<file path="src/rtl/sd_clk_pkg.sv">
// Shared constants and types for the SD clock generator.
package sd_clk_pkg;

    // Default divider configuration for a 100 MHz system clock.
    localparam int unsigned SD_DIV_W    = 8;
    localparam int unsigned SD_SLOW_DIV = 124;  // 400 kHz identification clock
    localparam int unsigned SD_FAST_DIV = 1;    // 25 MHz transfer clock

    // Mode select encoding; 2'b11 is reserved and behaves as slow.
    localparam logic [1:0] MODE_SLOW = 2'b00;
    localparam logic [1:0] MODE_FAST = 2'b01;
    localparam logic [1:0] MODE_CUS  = 2'b10;

    // One-hot clock state, decoded from the SD clock level and the halt flag.
    typedef enum logic [2:0] {
        RUN_LO  = 3'b001,
        RUN_HI  = 3'b010,
        HALT_LO = 3'b100
    } clk_state_e;

endpackage

</file>
<file path="src/rtl/sd_clk_phase_cnt.sv">
// Half-period counter: counts up to term and flags the last cycle of a phase.
module sd_clk_phase_cnt #(
    parameter int unsigned DIV_W = 8
) (
    input  logic             clk,
    input  logic             rst_n,
    input  logic [DIV_W-1:0] term,
    input  logic             en,
    output logic             phase_end
);

    logic [DIV_W-1:0] cnt;

    // Last cycle of the current phase.
    always_comb phase_end = (cnt == term);

    // Count while enabled; wrap to zero at phase end, freeze when disabled.
    always_ff @(posedge clk) begin
        if (!rst_n) begin
            cnt <= '0;
        end else if (en) begin
            if (phase_end) begin
                cnt <= '0;
            end else begin
                cnt <= cnt + 1'b1;
            end
        end
    end

endmodule

</file>
<file path="src/rtl/sd_clk_gen.sv">
// SD clock generator: even-ratio divider of iclk with slow/fast/custom modes.
// Divisor changes take effect only at the end of a low phase, so no runt pulses.
// Optional macro SD_CLK_STOP_EN enables the ihold clock-stop feature.
module sd_clk_gen
    import sd_clk_pkg::*;
#(
    parameter int unsigned DIV_W    = SD_DIV_W,
    parameter int unsigned SLOW_DIV = SD_SLOW_DIV,
    parameter int unsigned FAST_DIV = SD_FAST_DIV
) (
    input  logic             iclk,
    input  logic             irst_n,
    input  logic [1:0]       isel_clk,
    input  logic             idiv_wr,
    input  logic [DIV_W-1:0] idiv,
    input  logic             ihold,
    output logic             oclk_sd,
    output logic             ostb_rise,
    output logic             ostb_fall,
    output logic             olocked,
    output logic             ohalted
);

    localparam logic [DIV_W-1:0] SLOW_V = DIV_W'(SLOW_DIV);
    localparam logic [DIV_W-1:0] FAST_V = DIV_W'(FAST_DIV);

    logic [DIV_W-1:0] div_act;
    logic [DIV_W-1:0] div_cus;
    logic [DIV_W-1:0] div_req;
    logic [DIV_W-1:0] div_act_nxt;
    logic             phase_end;
    logic             stall;
    logic             apply;
    clk_state_e       state;

    // Requested divisor from the mode select; reserved mode falls back to slow.
    always_comb begin
        div_req = SLOW_V;
        case (isel_clk)
            MODE_FAST: div_req = FAST_V;
            MODE_CUS:  div_req = div_cus;
            default:   div_req = SLOW_V;
        endcase
    end

`ifdef SD_CLK_STOP_EN
    // State view of the clock; halt only ever happens with the clock low.
    always_comb begin
        if (ohalted) begin
            state = HALT_LO;
        end else if (oclk_sd) begin
            state = RUN_HI;
        end else begin
            state = RUN_LO;
        end
    end

    // Hold only bites at the end of a low phase; a high phase always completes.
    always_comb stall = ihold && phase_end && (state != RUN_HI);
`else
    logic unused_hold;
    assign unused_hold = ihold;
    assign ohalted     = 1'b0;

    // State view of the clock without the stop feature.
    always_comb state = oclk_sd ? RUN_HI : RUN_LO;

    // Without the stop feature the clock never stalls.
    always_comb stall = 1'b0;
`endif

    // Apply the pending divisor on the rising edge that starts a new high phase.
    always_comb begin
        apply       = phase_end && (state != RUN_HI) && !stall;
        div_act_nxt = apply ? div_req : div_act;
    end

    sd_clk_phase_cnt #(
        .DIV_W (DIV_W)
    ) u_phase_cnt (
        .clk       (iclk),
        .rst_n     (irst_n),
        .term      (div_act),
        .en        (!stall),
        .phase_end (phase_end)
    );

    // Clock FSM, strobes, divisor registers and lock status.
    always_ff @(posedge iclk) begin
        if (!irst_n) begin
            oclk_sd   <= 1'b0;
            ostb_rise <= 1'b0;
            ostb_fall <= 1'b0;
            olocked   <= 1'b1;
            div_act   <= SLOW_V;
            div_cus   <= SLOW_V;
`ifdef SD_CLK_STOP_EN
            ohalted   <= 1'b0;
`endif
        end else begin
            ostb_rise <= 1'b0;
            ostb_fall <= 1'b0;
            div_act   <= div_act_nxt;
            olocked   <= (div_act_nxt == div_req);
            if (idiv_wr) begin
                div_cus <= idiv;
            end
            if (phase_end) begin
                unique case (state)
                    RUN_HI: begin
                        oclk_sd   <= 1'b0;
                        ostb_fall <= 1'b1;
                    end
`ifdef SD_CLK_STOP_EN
                    RUN_LO, HALT_LO: begin
                        if (stall) begin
                            ohalted <= 1'b1;
                        end else begin
                            oclk_sd   <= 1'b1;
                            ostb_rise <= 1'b1;
                            ohalted   <= 1'b0;
                        end
                    end
`else
                    RUN_LO: begin
                        oclk_sd   <= 1'b1;
                        ostb_rise <= 1'b1;
                    end
`endif
                    default: oclk_sd <= 1'b0;
                endcase
            end
        end
    end

endmodule

</file>
<file path="config.mk">
export PLATFORM = sky130hd
export DESIGN_NAME = sd_clk_gen
export DESIGN_NICKNAME = d
export VERILOG_FILES = /design/src/rtl/sd_clk_pkg.sv /design/src/rtl/sd_clk_phase_cnt.sv /design/src/rtl/sd_clk_gen.sv
export SDC_FILE = /design/constraint.sdc
export NUM_CORES = 1
export LEC_CHECK = 0
export ABC_AREA = 0
export BUFFER_PORTS_ARGS = -buffer_cell sky130_fd_sc_hd__buf_2
export CORE_UTILIZATION = 30
export DETAILED_ROUTE_END_ITERATION = 8
export PLACE_DENSITY = 0.45
export SLEW_MARGIN = 20
export SYNTH_ARGS = -nofsm -noshare
export SYNTH_HDL_FRONTEND = slang
export SYNTH_SLANG_ARGS = --single-unit
</file>
<file path="constraint.sdc">
create_clock -name iclk -period 3.5 [get_ports iclk]
set_clock_uncertainty 0.2 [all_clocks]
set_input_delay 0.525 -clock iclk [delete_from_list [all_inputs] [get_ports iclk]]
set_output_delay 0.525 -clock iclk [all_outputs]
set_load 0.03 [all_outputs]
</file>
Yosys cells after proc, flatten, opt, wreduce, memory -nomap -nowiden. Index checks and enable logic that the tools add are counted.

Logic and storage cells: 24. Memory bits (writable): 0. Flip-flop bits (word level): 28. Output and inout bits: 5. Input bits: 14. ROM bits: 0. Bits in latches: 0. Memories: 0.

Bitwise gates (word level): 1. $lt $le $gt $ge: 0. Mux-type cells: 5. $add $sub $neg: 1. Eq/ne operators: 7. Multiply operators: 0. Shift operators: 0. Reductions and logical operators: 3. Div/mod/pow operators: 0.

Operators by type and width (count): $eq A8 B8 Y1 (2); $pmux W8 S2 (1); $add A8 B1 Y8 const B (1); $mux W8 (1); $eq A2 B1 Y1 const B (2); $eq A2 B2 Y1 const B (2); $mux W1 (2); $mux W2 (1); $ne A2 B2 Y1 const B (1); $reduce_and A2 Y1 (1); $reduce_or A2 Y1 (1); $logic_and A1 B1 Y1 (1); $not A1 Y1 (1).

Longest topological paths before layout. Gate-level depths: netlist (run 1).

Depth after elaboration: 5. Gate-level depth with buffers: 6. Gate-level depth less buffers: 6.

Cells and area by module. A second synthesis (run 1) with hierarchy kept.

Cell total of the unflattened synthesis: 152. Area, all modules: 1408.9 sq um.

By module, submodules not included: sd_clk_gen (sequential area each 400.4 sq um, cells each 103, area an instance 960.9 sq um, instances 1); sd_clk_phase_cnt (sequential area each 160.2 sq um, cells each 49, area an instance 447.9 sq um, instances 1).

Worst setup path after synthesis (run 1). OpenSTA, ideal clock, no wires.

Path kind: input to register. Start point: input port isel_clk[1]. End point: register olocked. Arrival: 1.531 ns. Stages: 6. Data required time: 3.159 ns. Slack: 1.628 ns. Buffers on the path: 0. Library setup time: 0.141 ns. Cells stage by stage: inv_1 -> ha_1 -> and2b_1 -> or3_1 -> nand4_1 -> o311ai_1.

Word-level cells in the longest chain between the ends: 4. Elaborated cells on any way between the ends: 5. Those cells by class: 3 x eq/ne; 2 x mux.

Ends and longest elaborated chain: start: declaration (RTL line sd_clk_gen.sv:13) `input logic [1:0] isel_clk,`; $eq A2 B2 Y1 / $eq A2 B1 Y1 (equally long branches) (RTL line sd_clk_gen.sv:39) `case (isel_clk)`; $pmux W8 S2 * (RTL line sd_clk_gen.sv:39); $mux W8 (RTL line sd_clk_gen.sv:75) `div_act_nxt = apply ? div_req : div_act;`; $eq A8 B8 Y1 * (RTL line sd_clk_gen.sv:104) `olocked <= (div_act_nxt == div_req);`; end signal: assignment (RTL line sd_clk_gen.sv:104); end: declaration (RTL line sd_clk_gen.sv:20) `output logic olocked,`.

Every way passes the cells marked *; elsewhere a longest branch is shown, timed or not. A chain may end at the register's enable or synchronous reset.

Final worst setup path (run 1).
Start point: register div_act[6]. End point: register div_act[2].

Word-level cells in the longest chain between the ends: 3.

Ends and longest elaborated chain: start: declaration (RTL line sd_clk_gen.sv:27) `logic [DIV_W-1:0] div_act;`; start signal: assignment (RTL line sd_clk_gen.sv:103) `div_act <= div_act_nxt;`; $eq A8 B8 Y1 (RTL line sd_clk_phase_cnt.sv:15) `always_comb phase_end = (cnt == term);`; $logic_and A1 B1 Y1 (RTL line sd_clk_gen.sv:74) `apply = phase_end && (state != RUN_HI) && !stall;`; $mux W8 (RTL line sd_clk_gen.sv:75).

Every way passes these cells.

==> results of run 1 <==
[metal layers]
layer  share of wire, %  routed length [µm]
met5                  0                   0
met4                1.1                  29
met3                3.8                 106
met2                 47                1280
met1                 48                1340
[layout make-up]
type / count / area (µm²)
Multi-Input combinational cell: 106 / 738
Timing Repair Buffer: 16 / 80.1
Inverter: 5 / 18.8
Tap cell: 52 / 65.1
Fill cell: 448 / 2840
Clock buffer: 4 / 55.1
Sequential cell: 28 / 561
[cell usage in the layout, fill, tap and decap left out, types with 4 or more instances in the layout]
cell type	instances
dfxtp_1	28
mux2i_1	10
clkbuf_8	4
o31ai_1	5
buf_2	16
o311ai_1	7
nor2_1	12
nand2_1	8
nor2b_1	5
xor2_1	7
nand3_1	7
xnor2_1	15
inv_1	5
[cells by family (layout without fill, tap and decap cells)]
kind of cell / after synthesis / in the layout / share of synthesized area (%)
muxes: 10 / 10 / 7.37
xor gates and xnor gates: 22 / 22 / 14.2
adders and majority gates: 3 / 3 / 2.76
and+or+nand+nor: 47 / 47 / 17.1
AOI/OAI and AO/OA: 23 / 23 / 12.6
buffers and inverters: 14 / 25 / 4.42
DFF: 28 / 28 / 41.3
other: 1 / 1 / 0.276
[sequential cells by signal (all words and copies together) (netlist names)]
| register | cells |
|---|---|
| div_act | 8 |
| div_cus | 8 |
| oclk_sd | 1 |
| olocked | 1 |
| ostb_fall | 1 |
| ostb_rise | 1 |
| u_phase_cnt.cnt | 8 |
[critical path: cells and delay by family (launching register included)]
| family | cells | cell delay, ns |
|---|---|---|
| compound gates | 1 | 0.33 |
| flops | 1 | 0.46 |
| xor+xnor | 1 | 0.15 |
| simple gates | 2 | 1.06 |
[power by group through the flow]
stage                     logic (µW)  registers, µW  clock network, µW
after detailed placement        56.8            345                  0
after floorplan                 40.9            345                  0
after global placement          55.8            345                  0
final                           55.8            337                200
after CTS                       57.2            338                208
after global routing            63.2            339                221
[stage by stage]
stage               total power, µW  instance area (µm²)  setup WS (ns)
detailed placement              402                 1460           1.16
global placement                401                 1460           1.16
global route                    623                 1520           1.05
floorplan                       386                 1360           1.63
finish                          593                 1520           1.22
CTS                             602                 1520           1.20
[worst max-delay path by stage]
stage / startpoint / endpoint / slack (ns) / depth (start not counted)
floorplan: isel_clk[1] / olocked$_SDFF_PN1_ / 1.63 / 6
global placement: isel_clk[0] / olocked$_SDFF_PN1_ / 1.16 / 7
detailed placement: isel_clk[0] / olocked$_SDFF_PN1_ / 1.16 / 7
CTS: div_act[6]$_SDFF_PN1_ / div_act[2]$_SDFF_PN1_ / 1.20 / 4
global route: div_act[7]$_SDFF_PN0_ / div_act[5]$_SDFF_PN1_ / 1.05 / 4
finish: div_act[6]$_SDFF_PN1_ / div_act[2]$_SDFF_PN1_ / 1.22 / 4
==> results by group, run 1 <==
Outcome
  • Status: finished clean

Yosys
  • Flops & latches, synth: 28
  • Ys async rst share: 0%
  • Post-synth top cells: 28 x dfxtp_1, 15 x xnor2_1, 12 x nor2_1
  • Synth warnings: 0
  • Leading cell type by number of instances after synthesis: dfxtp_1
  • Top cell type's share of synthesized area: 41.3%
  • Sequential area share after synthesis: 41.3%
  • EDFF count, synth: 0
  • Syn_area_per_cell: 9.18 µm²
  • Synth Net Count: 165
  • Syn Inst Count: 148
  • Synth Cell Area: 0.00136 mm²
  • Synth area leader: dfxtp_1
  • Most used DFF post-synth: dfxtp_1
  • Top cells by area, synth: dfxtp_1 41%, xnor2_1 9.7%, mux2i_1 7.4%, o311ai_1 4.5%, xor2_1 4.5%
  • Synth cell types: 31

Die
  • Die Area: ~0.0048 mm²
  • Chip Height: 69.3 µm
  • Initial core utilization: 31.2%
  • Row count: 24
  • Die span in x: 69.3 µm
  • IO Pins: 19
  • Core area: 0.00435 mm²

STA
  • Final period util: roughly 65%
  • Worst-margin pin slew: 0.575 ns
  • Post-route setup TNS: 0 ns
  • RSZ-0062 raised after global routing: false
  • Fin. max-slew vios: 0
  • Setup-failing EPs final: 0
  • Fin. Hold Viols: 0
  • Hold_ws: 0.258 ns
  • Max Clk Rate: 0.438 GHz
  • Tmin final: 2.28 ns
  • Slew margin rel.: 61.4%

Placed design
  • Placed instance count: 207
  • Count of input and output buffers: 16
  • GP Congestion: 0.735
  • Post-detail-place hpwl: 2060 µm

Clock tree
  • CTS resizes: 0
  • Total CTS buffers: 3
  • CTS tree: yes
  • Root Buffer: clkbuf_8
  • Setup Fix Bufs, Post-CTS: 0
  • Latest clock arrival within the worst-skew pair: 0.28 ns
  • Hold Buf Count CTS: 0
  • H-tree depth: 1
  • Clock Sinks: 28
  • Clk slew on worst S/H paths: ~0.1 ns
  • Max Root-Sink Buffers: 2

Global routing
  • First-pass GRT wire length: 4650 µm
  • Largest net degree at the start of global routing: 19
  • Gr usage total: 12.0%
  • M3 GR Usage: about 3.8%
  • Initial antenna violation count: 0
  • Busiest grt layer: met2
  • GRT overflow: 0
  • Vias in the first global route: between 900 and 1,000
  • Met2 usage: 19.2%
  • Met1 Track Usage GR: 15.5%

Layout
  • Synth-to-layout area growth: 11.7%
  • NumNets Final: 177
  • Core Util, Final: between 30% and 40%
  • Final Non-Filler Cells: roughly 210
  • Layout cells sized above 1: 13.2%
  • N_diodes: 0

Power
  • Clock share of power: between 30 and 40%
  • Gate power share: under 10%
  • Power per Cell Area: between 300 and 400 mW/mm²
  • Leakage: ~0.0006 µW
  • Seq pwr share: 56.9%
  • Sw Pwr: 139 µW
  • Internal Pwr Total: roughly 450 µW
  • VDD IR max: ~0.22 mV
  • Switching share of power: 23.4%

Routing
  • Drt wl/cell: 13.1 µm
  • DR vias/cell: 4.83
  • Drt initial violations: 65
  • DRC: 0
  • Vias: a little over 1,000
  • Antenna Nets Post-Route: 0
  • Final WL: 2760 µm
  • TritonRoute pass-1 iters: 4

Critical path
  • CP required: 3.48 ns
  • Startpoint type of the worst setup path: register
  • Worst flop-to-flop path startpoint: div_act[6]$_SDFF_PN1_
  • Critical path peak fanout: 11
  • Crit-path slowest cell: or3_1
  • R2R Path End: div_act[2]$_SDFF_PN1_
  • Worst Setup End Kind: register
  • Reg2reg path depth: 4
  • CP peak stage delay: approximately 0.67 ns
  • R2r setup slk: about 1.2 ns
  • Worst path cell trace: xnor2_1, nand4_1, or3_1, o311ai_1
  • Arrival time at the worst endpoint: 2.26 ns
  • Worst Path Class, Setup: register to register

Min path
  • Hold Crit Endpoint: div_cus[3]$_SDFFE_PN1P_
  • Min-Delay Path Class: primary input to register
  • WHS Path Cells: 3
  • Worst hold start: idiv[3]

Flow run
  • Max Cap Viol: 0
Note: power is estimated with default switching activity, not from simulation.
==> run 2: changes to the inputs <==
clock period = 2.3 ns   (was 3.5 ns; I/O delays follow)
==> results by group, run 2 (synthesis results as in run 1) <==
Outcome
  • Status: finished clean

Routing
  • TritonRoute pass-1 iters: 4 (unchanged)
  • Final WL: 2800 µm (+1.7%)
  • Antenna Nets Post-Route: 0 (unchanged)
  • DR vias/cell: 4.79 (-1.0%)
  • Vias: 1,024 (+0.39%)
  • Drt initial violations: 48 (-26%)
  • Drt wl/cell: 13.1 µm (+0.28%)
  • DRC: 0 (unchanged)

Die
  • IO Pins: 19 (unchanged)
  • Die span in x: 69.3 µm (unchanged)
  • Core area: 0.00435 mm² (unchanged)
  • Initial core utilization: 31.2% (unchanged)
  • Die Area: 0.00480 mm² (unchanged)
  • Chip Height: 69.3 µm (unchanged)
  • Row count: 24 (unchanged)

Clock tree
  • Total CTS buffers: 3 (unchanged)
  • CTS tree: yes
  • Latest clock arrival within the worst-skew pair: 0.28 ns (about the same)
  • Max Root-Sink Buffers: 2 (unchanged)
  • CTS resizes: 0 (unchanged)
  • Root Buffer: clkbuf_8
  • Clk slew on worst S/H paths: 0.10 ns (about the same)
  • Setup Fix Bufs, Post-CTS: 0 (unchanged)
  • H-tree depth: 1 (unchanged)
  • Clock Sinks: 28 (unchanged)
  • Hold Buf Count CTS: 0 (unchanged)

Critical path
  • R2r setup slk: 0.39 ns (-0.83 ns)
  • Worst Path Class, Setup: register to register
  • Worst Setup End Kind: register
  • Crit-path slowest cell: or3_1
  • CP required: 2.29 ns (-1.19 ns)
  • Startpoint type of the worst setup path: register
  • Worst path cell trace: xnor2_1, nand4_1, or3_1, o311ai_1
  • Critical path peak fanout: 9 (-2)
  • Arrival time at the worst endpoint: 1.91 ns (-0.35 ns)
  • CP peak stage delay: 0.55 ns (-0.12 ns)

Global routing
  • Largest net degree at the start of global routing: 19 (unchanged)
  • First-pass GRT wire length: 4850 µm (+4.3%)
  • GRT overflow: 0 (unchanged)
  • Gr usage total: 12.5% (+0.47 points)
  • Vias in the first global route: 1,046 (+8.2%)
  • Initial antenna violation count: 0 (unchanged)

Layout
  • Synth-to-layout area growth: 14.5%
  • Core Util, Final: 35.7% (+0.89 points)
  • Seq. cell area: 561 µm² (unchanged)
  • N_diodes: 0 (unchanged)
  • Layout cells sized above 1: 14.8% (+1.6 points)
  • Multi-input logic area: 738 µm² (unchanged)
  • Commonest non-fill, non-tap cell in the layout: dfxtp_1
  • NumNets Final: 180 (+1.7%)
  • Most frequent cells in the layout: 28 x dfxtp_1, 16 x buf_2, 15 x xnor2_1, 12 x nor2_1, 10 x mux2i_1
  • Top Registers: div_act: 8 flops, div_cus: 8 flops, u_phase_cnt.cnt: 8 flops
  • Fill count: 450 (+0.45%)

STA
  • RSZ-0062 raised after global routing: false
  • Tmin final: 1.91 ns (-0.368 ns)
  • Slew margin rel.: 64.0% (+2.6 points)
  • Max Clk Rate: 0.522 GHz (+19%)
  • Fin. Hold Viols: 0 (unchanged)
  • Worst-margin pin slew: 0.536 ns (-0.0381 ns)
  • Final period util: 83.2% (+18 points)
  • Post-route setup TNS: 0 ns (unchanged)
  • Setup ws final: 0.386 ns (-0.832 ns)
  • Fin. max-slew vios: 0 (unchanged)
  • Setup-failing EPs final: 0 (unchanged)

Power
  • Leakage: 0.000611 µW (+3.4%)
  • Power per Cell Area: 635 mW/mm² (+63%)
  • VDD IR max: 0.430 mV (+92%)

Min path
  • Min-Delay Path Class: primary input to register

Flow run
  • Max Cap Viol: 0 (unchanged)

Placed design
  • Count of input and output buffers: 16 (unchanged)
  • Post-detail-place hpwl: 2060 µm (-0.12%)
  • GP Congestion: 0.716 (-2.7%)
  • Post-placement worst setup slack: 0.360 ns (-0.797 ns)
[run 2: cell count changes in the layout (fill, tap and decap cells not counted)]
cell / before / now
buf_4: 0 / 3
bufinv_16: 0 / 1
clkbuf_8: 4 / 3
[run 2: worst max-delay path: cells and delay by family, from the launching register on]
kind            cells  cell delay (ns)
simple gates        2             0.68
flops               1             0.47
compound gates      1             0.33
xor+xnor            1             0.15
[run 2: layout make-up]
cell class / count / area share (%)
Multi-Input combinational cell: 106 / 47.4
Sequential cell: 28 / 36.0
Timing Repair Buffer: 19 / 6.59
Tap cell: 52 / 4.18
Clock buffer: 3 / 2.65
Clock inverter: 1 / 1.93
Inverter: 5 / 1.21
[run 2: worst paths after layout]
path,cells past startpoint,startpoint,endpoint
worst max-delay path,4,div_act[6]$_SDFF_PN1_,div_act[4]$_SDFF_PN1_
worst min-delay path,3,idiv[3],div_cus[3]$_SDFFE_PN1P_
worst max register to register,4,div_act[6]$_SDFF_PN1_,div_act[4]$_SDFF_PN1_
worst min register to register,2,div_cus[5]$_SDFFE_PN1P_,div_cus[5]$_SDFFE_PN1P_
[run 2: layer usage]
layer  up-vias  global-route usage [%]  share of wire (%)
met2        18                    20.7                 47
met1       461                    15.5                 48
li1        543                       -                  -
met3         2                    3.92                4.4
met5         -                       0                  0
met4         0                    3.40                1.0
[run 2: where the power goes]
part	switching [µW]	leakage (µW)	internal (µW)
sequential	13.8	0.000229	499
clock	156	0.0000357	233
combinational	46.9	0.000347	39.9
[run 2: through the flow]
stage / hold slack [ns] / instance area, µm² / total power [µW] / instances
floorplan: 0.242 / 1360 / 587 / 148
global route: 0.0734 / 1560 / 1030 / 214
global placement: 0.262 / 1490 / 611 / 210
detailed placement: 0.283 / 1490 / 612 / 210
finish: 0.0730 / 1560 / 989 / 214
CTS: 0.0743 / 1560 / 1000 / 214
